## config.mk

```make
export PLATFORM = sky130hd
export DESIGN_NAME = instruction_encoder_loader
export DESIGN_NICKNAME = d
export VERILOG_FILES = /design/src/rtl/instruction_encoder_loader.sv
export SDC_FILE = /design/constraint.sdc
export NUM_CORES = 1
export LEC_CHECK = 0
export CORE_UTILIZATION = 57
export DETAILED_ROUTE_END_ITERATION = 7
export GPL_TIMING_DRIVEN = 1
export MAX_ROUTING_LAYER = met4
export PLACE_DENSITY = 0.85
export SLEW_MARGIN = 15
export SYNTH_ARGS = -nofsm -noshare
export SYNTH_HDL_FRONTEND = slang
export SYNTH_SLANG_ARGS = --single-unit
```

## constraint.sdc

```tcl
create_clock -name clk -period 3.7 [get_ports clk]
set_clock_uncertainty 0.15 [all_clocks]
set_input_delay 0.74 -clock clk [delete_from_list [all_inputs] [get_ports clk]]
set_output_delay 0.74 -clock clk [all_outputs]
set_load 0.005 [all_outputs]
```

## src/rtl/instruction_encoder_loader.sv

```systemverilog
// instruction_encoder_loader: packs decoded instruction fields into 32-bit words and streams them into instruction memory
//  clk, rst_n            clock, asynchronous active-low reset
//  start, base_addr      begin a program load at base_addr (ignored unless idle)
//  in_valid/in_ready     field bundle handshake; in_last marks the final instruction
//  funtype..imm          decoded fields to encode
//  mem_valid/mem_ready   instruction memory write handshake with mem_addr/mem_wdata
//  busy, done, enc_err   status: loading, one-cycle completion pulse, sticky immediate overflow
//  count                 words written since start
module instruction_encoder_loader #(
  parameter int bus = 32,
  parameter int AW = 10,
  parameter int DEPTH = 4
) (
  input  logic          clk,
  input  logic          rst_n,
  input  logic          start,
  input  logic [AW-1:0] base_addr,
  input  logic          in_valid,
  output logic          in_ready,
  input  logic          in_last,
  input  logic [1:0]    funtype,
  input  logic [1:0]    funcode,
  input  logic [3:0]    rd,
  input  logic [3:0]    rs,
  input  logic [3:0]    rx,
  input  logic          sel_imm,
  input  logic [27:0]   imm,
  output logic          mem_valid,
  input  logic          mem_ready,
  output logic [AW-1:0] mem_addr,
  output logic [bus-1:0] mem_wdata,
  output logic          busy,
  output logic          done,
  output logic          enc_err,
  output logic [AW:0]   count
);
  localparam int PW = $clog2(DEPTH);
  typedef enum logic [1:0] {IDLE, RUN, DRAIN, DONE} state_t;
  state_t state;
  logic [bus-1:0] fifo [DEPTH];
  logic [PW-1:0] rd_ptr, wr_ptr;
  logic [PW:0] occ;
  logic [31:0] word;
  logic err, push, pop;
  always_comb begin
    word = '0;
    err = 1'b0;
    word[31:28] = {funtype, funcode};
    word[27:24] = rd;
    case (funtype)
      2'b00: begin
        // CMP leaves rs zero: decode recreates it from rd
        word[23:20] = funcode == 2'b11 ? 4'h0 : rs;
        if (sel_imm) word[19:0] = {imm[18:0], 1'b1};
        else word[19:16] = rx;
        err = sel_imm && |imm[27:19];
      end
      2'b01: word[23:16] = {rs, rx};
      2'b10: word[27:0] = {imm[27:1], 1'b1};
      default: begin
        if (funcode == 2'b10) word[23:20] = imm[3:0];
        else word[19:16] = rx;
        err = funcode == 2'b10 && |imm[27:4];
      end
    endcase
  end
  assign in_ready = state == RUN && occ != (PW+1)'(DEPTH);
  assign mem_valid = occ != '0;
  // gate the head so an empty FIFO shows zero rather than stale data
  assign mem_wdata = mem_valid ? fifo[rd_ptr] : '0;
  assign push = in_valid && in_ready;
  assign pop = mem_valid && mem_ready;
  assign busy = state != IDLE;
  assign done = state == DONE;
  always_ff @(posedge clk)
    if (push) fifo[wr_ptr] <= word;
  always_ff @(posedge clk or negedge rst_n)
    if (!rst_n) begin
      state <= IDLE;
      rd_ptr <= '0;
      wr_ptr <= '0;
      occ <= '0;
      mem_addr <= '0;
      count <= '0;
      enc_err <= 1'b0;
    end else begin
      occ <= occ + (PW+1)'(push) - (PW+1)'(pop);
      if (push) wr_ptr <= wr_ptr + 1'b1;
      if (push && err) enc_err <= 1'b1;
      if (pop) begin
        rd_ptr <= rd_ptr + 1'b1;
        mem_addr <= mem_addr + 1'b1;
        count <= count + 1'b1;
      end
      case (state)
        IDLE: if (start) begin
          state <= RUN;
          mem_addr <= base_addr;
          count <= '0;
          enc_err <= 1'b0;
        end
        RUN: if (push && in_last) state <= DRAIN;
        DRAIN: if (occ == '0) state <= DONE;
        default: state <= IDLE;
      endcase
    end
endmodule

```

==> results.toml, run 1 <==
[global_route]
overflow = 0
grt_pass1_vias = 4562
grt_pass1_wl_mm = 23.6
grt_max_degree = 35
antenna_found_initial = 0
grtUsageTotal_pct = 25.8

[final_layout]
seq_area_sq_um = 4620
finalNetCount = 656
layout-drive-gt1-share_pct = 15.6
multi_input_area_sq_um = 2260
fill_cells = 714
synthToLayoutAreaGrowth_pct = 27.8
antenna_cells = 0

[detailed_routing]
routed_wl_mm = 14.7
drtAntennaViolNets = 0
drc = 0
dr.pass1.iters = 5
vias = 4424
wl_per_cell_microns = 19.9
viasPerCell = 5.96
drt_iter0_drc = 272

[sta]
max-slew-margin-rel_pct = 29.5
hold_violations = 0
finalSetupTns_ns = 0
finalSetupViolCount = 0
layout_setup_ws_ns = 0.275
slew_viol_final = 0
rsz0062_at_grt = "false"
worstMarginPinSlew_ns = 1.06
layout_min_cycle_time_ns = 3.43
max_freq_mhz = 292
period_share_pct = 92.6

[clock_tree]
post_cts_buffers = 0
cts_buffers = 17
h-tree-depth = 4
clk_pin_slew_ns = 0.06
hold_buffers = 0
cts_buffer_depth = 2
cts_tree = "done"
cts_sinks = 159
clk_latency_ns = 0.41
clock-root-buffer = "clkbuf_16"
cts-resized-gates = 0

[floorplan]
die_x_microns = 113
die_h_microns = 113
rows = 40
core_area_sq_um = 12000
start_util_pct = 58.5
ioPinCount = 119
die_area_sq_um = 12800

[run]
drv_cap = 0

[yosys]
synth_seq_area_share_pct = 65.8
synthTopCellsByArea = "edfxtp_1 55%, dfrtp_1 11%, mux4_2 10%"
ys_types = 42
synthAdderAreaFrac_pct = 2.42
synth-simple-area-share_pct = 9.71
async_reset_ff_share_pct = 19.5
synth_top_family_by_area = "multiplexers"
synth_compound_area_share_pct = 5.59
synth-edff-count = 128
syn_inst = 450
netlist.area_leader.share_pct = 54.7
synth_area_sq_um = 7020
synth.avg_cell_area_sq_um = 15.6
synth_warnings = 0
synthesis.nets = 524
synthMostInstantiatedCell = "edfxtp_1"
ys_ff_latch = 159
synth-xor-area-share_pct = 2.99
synth_common_cells = "128 x edfxtp_1, 38 x and2_1, 32 x mux4_2, 31 x dfrtp_1"
synthMuxAreaShare_pct = 11.4
yosys.area.top_type = "edfxtp_1"
synth_ff_type = "edfxtp_1"

[placed_design]
hpwl_mm = 9.99
dp_slack_ns = 0.675
gp_congestion = 0.898
io_buffers = 118

[worst_setup_path]
r2r_start = "occ[1]"
cp-startpoint = "occ[1]"
worstPathArrival_ns = 2.54
rrSetupSlack_ns = 1.21
crit_path_end_kind = "primary output"
start_kind = "flop"
ff2ff_path_depth = 8
endpoint = "mem_wdata[23]"
criticalPathCategory = "reg -> out"
r2r-end = "occ[2]"
cp.required_ns = 2.81
critPathMaxFanout = 34

[pwr]
vdd_ir_drop_max_mv = 0.352
netSwitchingPower_mw = 1.84
p_sw_share_pct = 29.3
seq_power_share_pct = 38.8
intPower_mw = 4.43
comb_power_share_pct = 36.1
p_clk_share_pct = 25.1
power_leakage_nw = 3.21
powerDensity_nw_per_um2 = 698

[status]
outcome = "complete, no violations"

[min_path]
hold_class = "reg -> reg"
[metal layers]
layer / up-vias / global-route usage, % / share of wire (%)
li1: 1988 / - / -
met1: 2199 / 31.7 / 39
met3: 36 / 6.27 / 7.0
met2: 201 / 41.9 / 51
met4: 0 / 9.82 / 2.3
met5: - / - / 0
[cells in the final DEF, fill, tap and decap left out, types with 2 or more instances in the layout]
| cell | instances |
|---|---|
| buf_4 | 17 |
| nand3_1 | 6 |
| clkbuf_16 | 17 |
| clkdlybuf4s50_1 | 118 |
| clkinvlp_4 | 3 |
| and4_1 | 2 |
| and2_1 | 38 |
| nor3_1 | 6 |
| inv_6 | 4 |
| xor2_1 | 12 |
| nor2b_1 | 7 |
| xnor2_1 | 12 |
| o21ai_0 | 13 |
| inv_1 | 14 |
| clkinv_2 | 3 |
| a21oi_1 | 5 |
| nor2_1 | 21 |
| mux2i_1 | 2 |
| and3_1 | 7 |
| nor4_1 | 5 |
| edfxtp_1 | 128 |
| a22oi_1 | 4 |
| mux4_2 | 32 |
| nand2_1 | 21 |
| mux2_2 | 4 |
| a22o_1 | 15 |
| clkinv_4 | 4 |
| ha_1 | 12 |
| o2bb2ai_1 | 3 |
| o21ai_1 | 4 |
| dfrtp_1 | 30 |
| nand4_1 | 8 |
[registers in the layout, indices dropped and copies added, names as in the netlist]
signal	cells
rd_ptr	2
occ	3
enc_err	1
mem_addr	10
state	2
count	11
fifo	128
wr_ptr	2
[worst min path at each step]
stage	depth (start not counted)	endpoint	startpoint	slack (ns)
global route	1	state[0]	state[0]	0.46
floorplan	0	count[0]	rst_n	0.29
detailed placement	2	count[10]	count[10]	0.40
CTS	1	state[0]	state[0]	0.43
global placement	2	count[10]	count[10]	0.38
finish	1	state[0]	state[0]	0.42
[power by group through the flow]
stage / logic (mW) / clock network, mW / registers [mW]
floorplan: 1.26 / 0 / 2.39
global placement: 2.23 / 0 / 2.44
detailed placement: 2.28 / 0 / 2.46
CTS: 2.30 / 1.59 / 2.43
global route: 2.45 / 1.67 / 2.47
finish: 2.27 / 1.57 / 2.43
[cell type report]
type,instances,share of cell area (%)
Clock inverter,15,1.24
Sequential cell,159,51.5
Multi-Input combinational cell,254,25.1
Clock buffer,17,4.74
Inverter,14,0.585
Timing Repair Buffer,136,14.8
Tap cell,147,2.05
[through the flow]
stage | hold slack [ns] | instance area (sq um) | instances | total power, mW | util, %
after floorplan | 0.294 | 7020 | 450 | 3.65 | -
after global placement | 0.380 | 8440 | 710 | 4.67 | 70.3
after detailed placement | 0.400 | 8440 | 710 | 4.75 | 70.3
after CTS | 0.425 | 8980 | 742 | 6.32 | 74.8
after global routing | 0.457 | 8980 | 742 | 6.59 | 74.8
final | 0.422 | 8980 | 742 | 6.27 | 74.8
[cell families (layout without fill, tap and decap cells)]
logic type | Yosys count | after routing
flops | 159 | 159
compound gates | 53 | 53
mux | 39 | 39
buf+inv | 37 | 182
simple gates | 125 | 125
fa+ha+maj | 13 | 13
xor+xnor | 24 | 24
[critical path: stages (launching register included)]
cell,delay (ns)
dfrtp_1,0.47
or3_1,0.86
and2_1,0.25
clkdlybuf4s50_1,0.52
No activity file was read; power rests on OpenSTA's default activity.
==> inputs of run 2 (changes only) <==
--- a/config.mk
+++ b/config.mk
@@ -5,6 +5,8 @@
 export SDC_FILE = /design/constraint.sdc
 export NUM_CORES = 1
 export LEC_CHECK = 0
+export ABC_CLOCK_PERIOD_IN_PS = 3700
+export CAP_MARGIN = 25
 export CORE_UTILIZATION = 57
 export DETAILED_ROUTE_END_ITERATION = 7
 export GPL_TIMING_DRIVEN = 1
==> results.toml, run 2 (same netlist as run 1, synthesis figures left out) <==
[sta]
period_share_pct = 91.0
worstMarginPinSlew_ns = 0.605
max-slew-margin-rel_pct = 59.6
finalSetupViolCount = 0
holdWs_ns = 0.422
hold_violations = 0
finalSetupTns_ns = 0
layout_min_cycle_time_ns = 3.37
slew_viol_final = 0
max_freq_mhz = 297
rsz0062_at_grt = "false"

[worst_setup_path]
crit_path_end_kind = "primary output"
start_kind = "flop"
r2r-end = "occ[2]"
ff2ff_path_depth = 8
worstPathArrival_ns = 2.48
rrSetupSlack_ns = 1.19
crit_chain = "buf_12 > mux4_2 > and2_1 > clkdlybuf4s50_1"
critPathSlowestCell = "dfrtp_2"
cp.required_ns = 2.81
criticalPathCategory = "reg -> out"
critPathMaxFanout = 16
max_stage_delay_ns = 0.63
r2r_start = "occ[1]"
path_buf_inv = 2
crit_family = "buffers and inverters"

[clock_tree]
clk_pin_slew_ns = 0.06
h-tree-depth = 4
clk_latency_ns = 0.41
clock-root-buffer = "clkbuf_16"
cts_buffers = 17
cts_buffer_depth = 2
hold_buffers = 0
cts-resized-gates = 0
cts_tree = "done"
cts_sinks = 159
post_cts_buffers = 0

[pwr]
powerDensity_nw_per_um2 = 699
vdd_ir_drop_max_mv = 0.353
power_leakage_nw = 3.22
p_total_mw = 6.29

[detailed_routing]
vias = 4449
routed_wl_mm = 14.8
drtAntennaViolNets = 0
drc = 0
drt_iter0_drc = 299
dr.pass1.iters = 5
wl_per_cell_microns = 20.0
viasPerCell = 5.99

[placed_design]
gp_congestion = 0.898
io_buffers = 118
hpwl_mm = 9.99
dpl.cell_count = 710

[final_layout]
layout_commonest_cell = "edfxtp_1"
layout_common_cells = "128 x edfxtp_1, 118 x clkdlybuf4s50_1, 38 x and2_1, 32 x mux4_2, 30 x dfrtp_1"
fin_cells = 743
finish.utilization_pct = 74.9
top_regs = "fifo x128, count x11, mem_addr x10"
finalNetCount = 657
largest_reg_flops = 128
synthToLayoutAreaGrowth_pct = 28.0
layout-drive-gt1-share_pct = 15.8
top_register = "fifo"
antenna_cells = 0
fill_cells = 715

[floorplan]
die_x_microns = 113
start_util_pct = 58.5
die_area_sq_um = 12800
die_h_microns = 113
core_area_sq_um = 12000
rows = 40
ioPinCount = 119

[status]
outcome = "complete, no violations"

[min_path]
hold_path_startpoint = "state[0]"
hold_class = "reg -> reg"
holdPathStages = 1
holdPathEnd = "state[0]"

[global_route]
grt_pass1_wl_mm = 23.6
grtUsageTotal_pct = 25.8
grt_max_degree = 35
grt_pass1_vias = 4562
overflow = 0
antenna_found_initial = 0

[run]
drv_cap = 0
run 2: cell types whose count changed in the layout (fill, tap and decap cells not counted), sizes merged:
| cell | change |
|---|---|
| buf | +1 |
run 2: power by group:
group,switching (mW),internal [mW]
clock network,0.711,0.863
registers,0.227,2.20
logic,0.903,1.38
run 2: worst max-delay path by stage:
stage	start	end	cells past startpoint
after floorplan	in_valid	fifo[0][0]	3
after global placement	rd_ptr[0]	mem_wdata[0]	4
after detailed placement	occ[1]	mem_wdata[1]	3
after CTS	occ[1]	mem_wdata[1]	3
after global routing	rd_ptr[0]	mem_wdata[18]	4
final	rd_ptr[0]	mem_wdata[1]	4
run 2: metrics by stage:
step                      instance area, sq um  worst slack (ns)
after detailed placement                  8440             0.675
after global placement                    8440             0.754
final                                     8990             0.334
after global routing                      8990             0.226
after floorplan                           7020              1.31
after CTS                                 8980             0.222
run 2: per-layer routing:
layer	global-route usage, %	vias up	part of all wire (%)
li1	-	1984	-
met1	31.7	2221	39
met2	41.9	208	52
met3	6.27	36	6.9
met4	9.82	0	2.3
met5	-	-	0
run 2: layout make-up:
type                       count  area (sq um)  area share [%]
multi-input combinational    254          2260            25.1
inverter                      14          52.6           0.584
clock buffer                  17           425            4.73
tap                          147           184            2.05
timing repair buffer         137          1340            14.9
sequential                   159          4620            51.4
clock inverter                15           111            1.24
